<file path="config.mk">
export PLATFORM = sky130hd
export DESIGN_NAME = low_priority_encoder_4to2_flat
export DESIGN_NICKNAME = d
export VERILOG_FILES = /design/src/rtl/low_priority_encoder_pkg.sv /design/src/rtl/low_priority_encoder_if.sv /design/src/rtl/low_priority_encoder_4to2_core.sv /design/src/rtl/low_priority_encoder_4to2.sv /design/src/flat_wrapper.sv
export SDC_FILE = /design/constraint.sdc
export NUM_CORES = 1
export LEC_CHECK = 0
export BUFFER_PORTS_ARGS = -buffer_cell sky130_fd_sc_hd__buf_4
export CORE_AREA = 3 3 40 42
export DETAILED_ROUTE_END_ITERATION = 8
export DIE_AREA = 0 0 43 45
export PLACE_DENSITY = 0.36
export RECOVER_POWER = 25
export SLEW_MARGIN = 20
export SYNTH_ARGS = -nofsm -noshare
export SYNTH_HDL_FRONTEND = slang
export SYNTH_HIERARCHICAL = 1
export SYNTH_SLANG_ARGS = --single-unit
</file>
<file path="constraint.sdc">
create_clock -name Clock_In -period 0.8 [get_ports Clock_In]
set_input_delay 0.12 -clock Clock_In [delete_from_list [all_inputs] [get_ports Clock_In]]
set_output_delay 0.12 -clock Clock_In [all_outputs]
set_load 0.005 [all_outputs]
</file>
<file path="src/rtl/low_priority_encoder_pkg.sv">
// low_priority_encoder_pkg: shared sizes, code constants and the reference priority function.
// Optional feature macro used by the other files: LPE_MULTI_HOT_EN.
package low_priority_encoder_pkg;
    localparam int NUM_INPUTS = 4;
    localparam int CODE_W = 2;
    localparam logic [CODE_W-1:0] CODE_IN0 = 2'b00;
    localparam logic [CODE_W-1:0] CODE_IN1 = 2'b01;
    localparam logic [CODE_W-1:0] CODE_IN2 = 2'b10;
    localparam logic [CODE_W-1:0] CODE_IN3 = 2'b11;
    // Returns {valid, code}; bit 0 of the request vector has the highest priority.
    function automatic logic [CODE_W:0] lpe_encode(input logic [NUM_INPUTS-1:0] req);
        return req[0] ? {1'b1, CODE_IN0} :
               req[1] ? {1'b1, CODE_IN1} :
               req[2] ? {1'b1, CODE_IN2} :
               req[3] ? {1'b1, CODE_IN3} : {1'b0, CODE_IN0};
    endfunction
endpackage

</file>
<file path="src/rtl/low_priority_encoder_if.sv">
// low_priority_encoder_if: request inputs and registered encoder outputs.
// Signals: Data_0_In..Data_3_In (requests), Encoded_Value_Out, Valid_Out,
// Multi_Hot_Out (only when LPE_MULTI_HOT_EN is defined).
// Modports: master drives requests, slave (the encoder) drives results.
interface low_priority_encoder_if;
    import low_priority_encoder_pkg::*;
    logic              Data_0_In;
    logic              Data_1_In;
    logic              Data_2_In;
    logic              Data_3_In;
    logic [CODE_W-1:0] Encoded_Value_Out;
    logic              Valid_Out;
`ifdef LPE_MULTI_HOT_EN
    logic              Multi_Hot_Out;
    modport master (output Data_0_In, Data_1_In, Data_2_In, Data_3_In,
                    input  Encoded_Value_Out, Valid_Out, Multi_Hot_Out);
    modport slave  (input  Data_0_In, Data_1_In, Data_2_In, Data_3_In,
                    output Encoded_Value_Out, Valid_Out, Multi_Hot_Out);
`else
    modport master (output Data_0_In, Data_1_In, Data_2_In, Data_3_In,
                    input  Encoded_Value_Out, Valid_Out);
    modport slave  (input  Data_0_In, Data_1_In, Data_2_In, Data_3_In,
                    output Encoded_Value_Out, Valid_Out);
`endif
endinterface

</file>
<file path="src/rtl/low_priority_encoder_4to2_core.sv">
// low_priority_encoder_4to2_core: combinational lowest-index priority encoder.
// Ports: req (4-bit request vector), code (index of lowest set bit), valid (any bit set),
// multi_hot (two or more bits set; only when LPE_MULTI_HOT_EN is defined).
module low_priority_encoder_4to2_core
    import low_priority_encoder_pkg::*;
(
    input  logic [NUM_INPUTS-1:0] req,
    output logic [CODE_W-1:0]     code,
`ifdef LPE_MULTI_HOT_EN
    output logic                  multi_hot,
`endif
    output logic                  valid
);
    always_comb {valid, code} = lpe_encode(req);
`ifdef LPE_MULTI_HOT_EN
    // Clearing the lowest set bit leaves something only if more than one bit was set.
    always_comb multi_hot = (req & (req - 1'b1)) != '0;
`endif
endmodule

</file>
<file path="src/rtl/low_priority_encoder_4to2.sv">
// low_priority_encoder_4to2: registered 4-to-2 priority encoder, lowest index wins.
// Ports: Clock_In (rising-edge clock), Reset_In (synchronous, active-high),
// bus (slave modport: requests in, code/valid/optional multi-hot out, 1-cycle latency).
// Macro LPE_MULTI_HOT_EN adds the registered Multi_Hot_Out output.
module low_priority_encoder_4to2
    import low_priority_encoder_pkg::*;
(
    input  logic                  Clock_In,
    input  logic                  Reset_In,
    low_priority_encoder_if.slave bus
);
    logic [NUM_INPUTS-1:0] req;
    logic [CODE_W-1:0]     code;
    logic                  valid;
    always_comb req = {bus.Data_3_In, bus.Data_2_In, bus.Data_1_In, bus.Data_0_In};
`ifdef LPE_MULTI_HOT_EN
    logic multi_hot;
    low_priority_encoder_4to2_core u_core (.req(req), .code(code), .multi_hot(multi_hot), .valid(valid));
    always_ff @(posedge Clock_In)
        bus.Multi_Hot_Out <= Reset_In ? 1'b0 : multi_hot;
`else
    low_priority_encoder_4to2_core u_core (.req(req), .code(code), .valid(valid));
`endif
    // Reset branch never looks at the data, so unknown requests cannot leak out.
    always_ff @(posedge Clock_In)
        if (Reset_In) begin
            bus.Encoded_Value_Out <= CODE_IN0;
            bus.Valid_Out         <= 1'b0;
        end else begin
            bus.Encoded_Value_Out <= code;
            bus.Valid_Out         <= valid;
        end
endmodule

</file>
<file path="src/flat_wrapper.sv">
// flat-port wrapper written by rule: the top's interface ports become plain ports
module low_priority_encoder_4to2_flat import low_priority_encoder_pkg::*;
  (Clock_In, Reset_In, bus_Data_0_In, bus_Data_1_In, bus_Data_2_In, bus_Data_3_In, bus_Encoded_Value_Out, bus_Valid_Out);
  low_priority_encoder_if bus_i ();
  input  logic Clock_In;
  input  logic Reset_In;
  input wire logic [$bits(bus_i.Data_0_In)-1:0] bus_Data_0_In;
  input wire logic [$bits(bus_i.Data_1_In)-1:0] bus_Data_1_In;
  input wire logic [$bits(bus_i.Data_2_In)-1:0] bus_Data_2_In;
  input wire logic [$bits(bus_i.Data_3_In)-1:0] bus_Data_3_In;
  output wire logic [$bits(bus_i.Encoded_Value_Out)-1:0] bus_Encoded_Value_Out;
  output wire logic [$bits(bus_i.Valid_Out)-1:0] bus_Valid_Out;
  assign bus_i.Data_0_In = bus_Data_0_In;
  assign bus_i.Data_1_In = bus_Data_1_In;
  assign bus_i.Data_2_In = bus_Data_2_In;
  assign bus_i.Data_3_In = bus_Data_3_In;
  assign bus_Encoded_Value_Out = bus_i.Encoded_Value_Out;
  assign bus_Valid_Out = bus_i.Valid_Out;
  low_priority_encoder_4to2 u_core (.Clock_In(Clock_In), .Reset_In(Reset_In), .bus(bus_i));
endmodule
</file>
=== Word level (Yosys, flattened, before mapping) ===
Cells that the tools add are included.

* Word-level logic and storage cells: 9
* Output and inout port bits: 3
* Register bits after elaboration: 3
* Bits of input ports: 6

* Mux-type cells: 4
* Reductions and logical operators: 2

{| class="wikitable"
|+ Operators with widths
! kind !! number
|-
| $mux W3 || 4
|-
| $reduce_or A3 Y1 || 1
|-
| $reduce_or A2 Y1 || 1
|}

=== Logic depth before layout (Yosys ltp) ===
* Depth in word-level cells: 4
* Gate-level depth with buffers: 3
* Gate-level depth less buffers: 3

=== Modules after synthesis ===
Netlist, hierarchy kept.

{| class="wikitable"
|+ By module, submodules not included
! module !! times used !! area each (um^2) !! sequential area each (um^2) !! cells an instance
|-
| low_priority_encoder_4to2 || 1 || 78.8 || 60.1 || 6
|-
| low_priority_encoder_4to2_core || 1 || 35.0 || 0.0 || 7
|}

=== Least setup slack after synthesis ===
No wires, ideal clock.

* Kind: input -> register
* From: input bus_Data_2_In
* To: register u_core.bus.Encoded_Value_Out[0]
* Cell stages on the path: 3
* Data arrival time: 0.474 ns
* Slack: 0.261 ns
* Cells stage by stage: nand2b_1 -> a21oi_2 -> nor2b_1

* Word-level cells in the longest chain between the ends: 2

{| class="wikitable"
|+ RTL lines
! item !! RTL line !! text
|-
| from (decl) || flat_wrapper.sv:9 || <nowiki>input wire logic [$bits(bus_i.Data_2_In)-1:0] bus_Data_2_In;</nowiki>
|-
| $mux W3 || low_priority_encoder_pkg.sv:14 || <nowiki>req[2] ? {1'b1, CODE_IN2} :</nowiki>
|-
| $mux W3 || low_priority_encoder_pkg.sv:13 || <nowiki>req[1] ? {1'b1, CODE_IN1} :</nowiki>
|-
| to (signal assigned) || low_priority_encoder_4to2.sv:30 || <nowiki>bus.Encoded_Value_Out <= code;</nowiki>
|-
| to (decl) || low_priority_encoder_if.sv:23 || <nowiki>output Encoded_Value_Out, Valid_Out);</nowiki>
|}

Every way passes these cells.
A chain may end at the register's enable or synchronous reset.

=== Final worst setup path ===
* From: register u_core.bus.Encoded_Value_Out[1]
* To: output bus_Encoded_Value_Out[1]

{| class="wikitable"
|+ RTL lines
! item !! RTL line !! text
|-
| to (decl) || flat_wrapper.sv:11 || <nowiki>output wire logic [$bits(bus_i.Encoded_Value_Out)-1:0] bus_Encoded_Value_Out;</nowiki>
|}

No word-level cell between the ends.

==> flow_metrics.tcl <==
set metrics [dict create \
    status "finished clean" \
    syn-num-nets 19 \
    hold_violations 0 \
    netlist_area_sq_um 114 \
    max_cap_violations 0 \
    cts_tree "done" \
    antenna_left 0 \
    dr_total_vias 123 \
    port_buffers 8 \
    critPathSlowestCell "dfxtp_1" \
    worstPathCellList "buf_4" \
    cts_setup_buffers 0 \
    ys_warn_count 6 \
    hp-start "Reset_In" \
    antenna_found_initial 0 \
    std_cell_rows 13 \
    drtIter0Drc 0 \
    finalSetupViolCount 0 \
    cts_resized 0 \
    grt_pass1_wl_um 503 \
    num-nets-final 32 \
    critPathCaptureType "output pin" \
    fin_setup_tns_ps 0 \
    critPathMaxStageDelay_ps 290 \
    met1_usage_pct 3.61 \
    crit_buf_inv 1 \
    maxSlewViolCount 0 \
    die_area_sq_mm 0.00194 \
    final_layout_size_suffix_gt1_share_pct 48.0 \
    clk_path_buf_depth 2 \
    io_pins 9 \
    die_w_um 43 \
    overflow 0 \
    p_leak_uw 0.000101 \
    synth.distinct_cells 8 \
    share_comb_of_total_power_pct 10.9 \
    grt.busiest_layer "met4" \
    h-tree-depth 1 \
    pwr-share-clk_pct 55.7 \
    p_per_area_mw_per_mm2 2190 \
    tightest_slew_ps 140 \
    fp.dieH_um 45 \
    hold_path.class "input pin to flop" \
    first_pass_iters 1 \
    place.gp.congestion 0.575 \
    holdPathStages 2 \
    cp_data_required_time_ps 680 \
    start_util_pct 8.86 \
    use_met3_pct 4.38 \
    wl_um 297 \
    synth.avg_cell_area_sq_um 8.76 \
    cp.arrival_ps 650 \
    fill_cells 145 \
    hold_end "u_core/bus.Valid_Out" \
    syn_to_final_growth_pct 92.3 \
    numCtsBuffers 3 \
    fin_crit_sh_pct 96.3 \
    core-area_sq_mm 0.00128 \
    ir_drop_mv 0.306 \
    p_sw_share_pct 21.0 \
    clock-root-buffer "clkbuf_4" \
    antenna_cells 0 \
    internal-power_uw 378 \
    multi_input_area_sq_um 50.0 \
    fin_crit_ps 771 \
    cp_top_family "flip-flops" \
    synthesis.instances 13 \
    path_class "flop to output pin" \
    hold_buffers 0 \
    worst_setup_path_start_kind "flop" \
    slew_headroom_pct 90.6 \
    post-route-util_pct 17.0 \
    clock_sinks 3 \
    ys_ff_latch 3 \
    power.switching_uw 101 \
    grt_pass1_vias 131 \
    fmax_ghz 1.30 \
    gr-usage-met2_pct 4.49 \
    rsz0062_at_grt "false" \
    cts.reportedPaths.clkPinSlew_ps 40 \
    wire_per_inst_um 7.43 \
    path_max_fanout 1 \
    drcViolationCount 0 \
    grt_max_degree 4 \
    grt_usage_pct 4.66 \
    vias_per_cell 3.08 \
    seqPwrFrac_pct 33.4 \
    seqCellArea_sq_um 60.1 \
    synth-seq-area-share_pct 52.7 \
]
## metrics by stage
| stage | power, uW | hold WS, ps | setup slack, ps | instance area (sq um) | std cells |
|---|---|---|---|---|---|
| after floorplan | 178 | 192 | 261 | 114 | 13 |
| after global placement | 213 | 301 | 120 | 193 | 36 |
| after detailed placement | 215 | 307 | 109 | 193 | 36 |
| after CTS | 497 | 56.7 | 16.5 | 219 | 40 |
| after global routing | 510 | 64.3 | 7.79 | 219 | 40 |
| final | 479 | 67.2 | 29.2 | 219 | 40 |
## routing by layer
metal  part of all wire (%)  vias up
li1                       -       63
met1                     40       47
met2                     32       11
met3                     22        2
met4                    5.7        0
met5                      0        -
## cell type report
cell class,count,area share (%)
clock buffers,4,12.0
inverters,1,1.71
multi-input cells,9,22.9
flip-flops and latches,3,27.4
well taps,15,8.57
repair buffers,8,27.4
## registers in the layout, summed over array words and instances, names as in the netlist
| name | count |
|---|---|
| u_core/bus.Encoded_Value_Out | 2 |
| u_core/bus.Valid_Out | 1 |
## synth_stat cells, drive strengths merged
master / number / area, sq um
inv: 1 / 3.75
nand2: 1 / 3.75
nor2: 2 / 7.51
nor2b: 3 / 18.8
nand2b: 1 / 6.26
nor3: 1 / 5.00
a21oi: 1 / 8.76
dfxtp: 3 / 60.1
## cell families after synthesis
| family | share of synthesized area (%) |
|---|---|
| DFF | 52.7 |
| AOI/OAI and AO/OA | 7.69 |
| and+or+nand+nor | 36.3 |
| buffers and inverters | 3.29 |
## worst max path at each step
stage                                                  to  slack (ps)                             from  depth (start not counted)
after floorplan           u_core/bus.Encoded_Value_Out[0]         260                    bus_Data_2_In                          3
after global placement    u_core/bus.Encoded_Value_Out[0]         120                    bus_Data_2_In                          4
after detailed placement  u_core/bus.Encoded_Value_Out[0]         110                    bus_Data_2_In                          4
after CTS                        bus_Encoded_Value_Out[1]          20  u_core/bus.Encoded_Value_Out[1]                          1
after global routing             bus_Encoded_Value_Out[1]           8  u_core/bus.Encoded_Value_Out[1]                          1
final                            bus_Encoded_Value_Out[1]          30  u_core/bus.Encoded_Value_Out[1]                          1
## layout by cell type, fill, tap and decap left out
cell | netlist | layout
nor3_1 | 1 | 1
clkbuf_4 | 0 | 4
buf_4 | 0 | 7
nand2_1 | 1 | 1
a21oi_2 | 1 | 1
clkbuf_1 | 0 | 1
nand2b_1 | 1 | 1
nor2_1 | 2 | 2
inv_1 | 1 | 1
dfxtp_1 | 3 | 3
nor2b_1 | 3 | 3
## power groups by stage
stage	Sequential, uW	Combinational [uW]	Clock (uW)
floorplan	163	14.8	0
global placement	162	51.1	0
detailed placement	162	52.7	0
CTS	160	52.8	285
global route	160	58.0	292
finish	160	52.1	266
No activity file was read; power rests on OpenSTA's default activity.
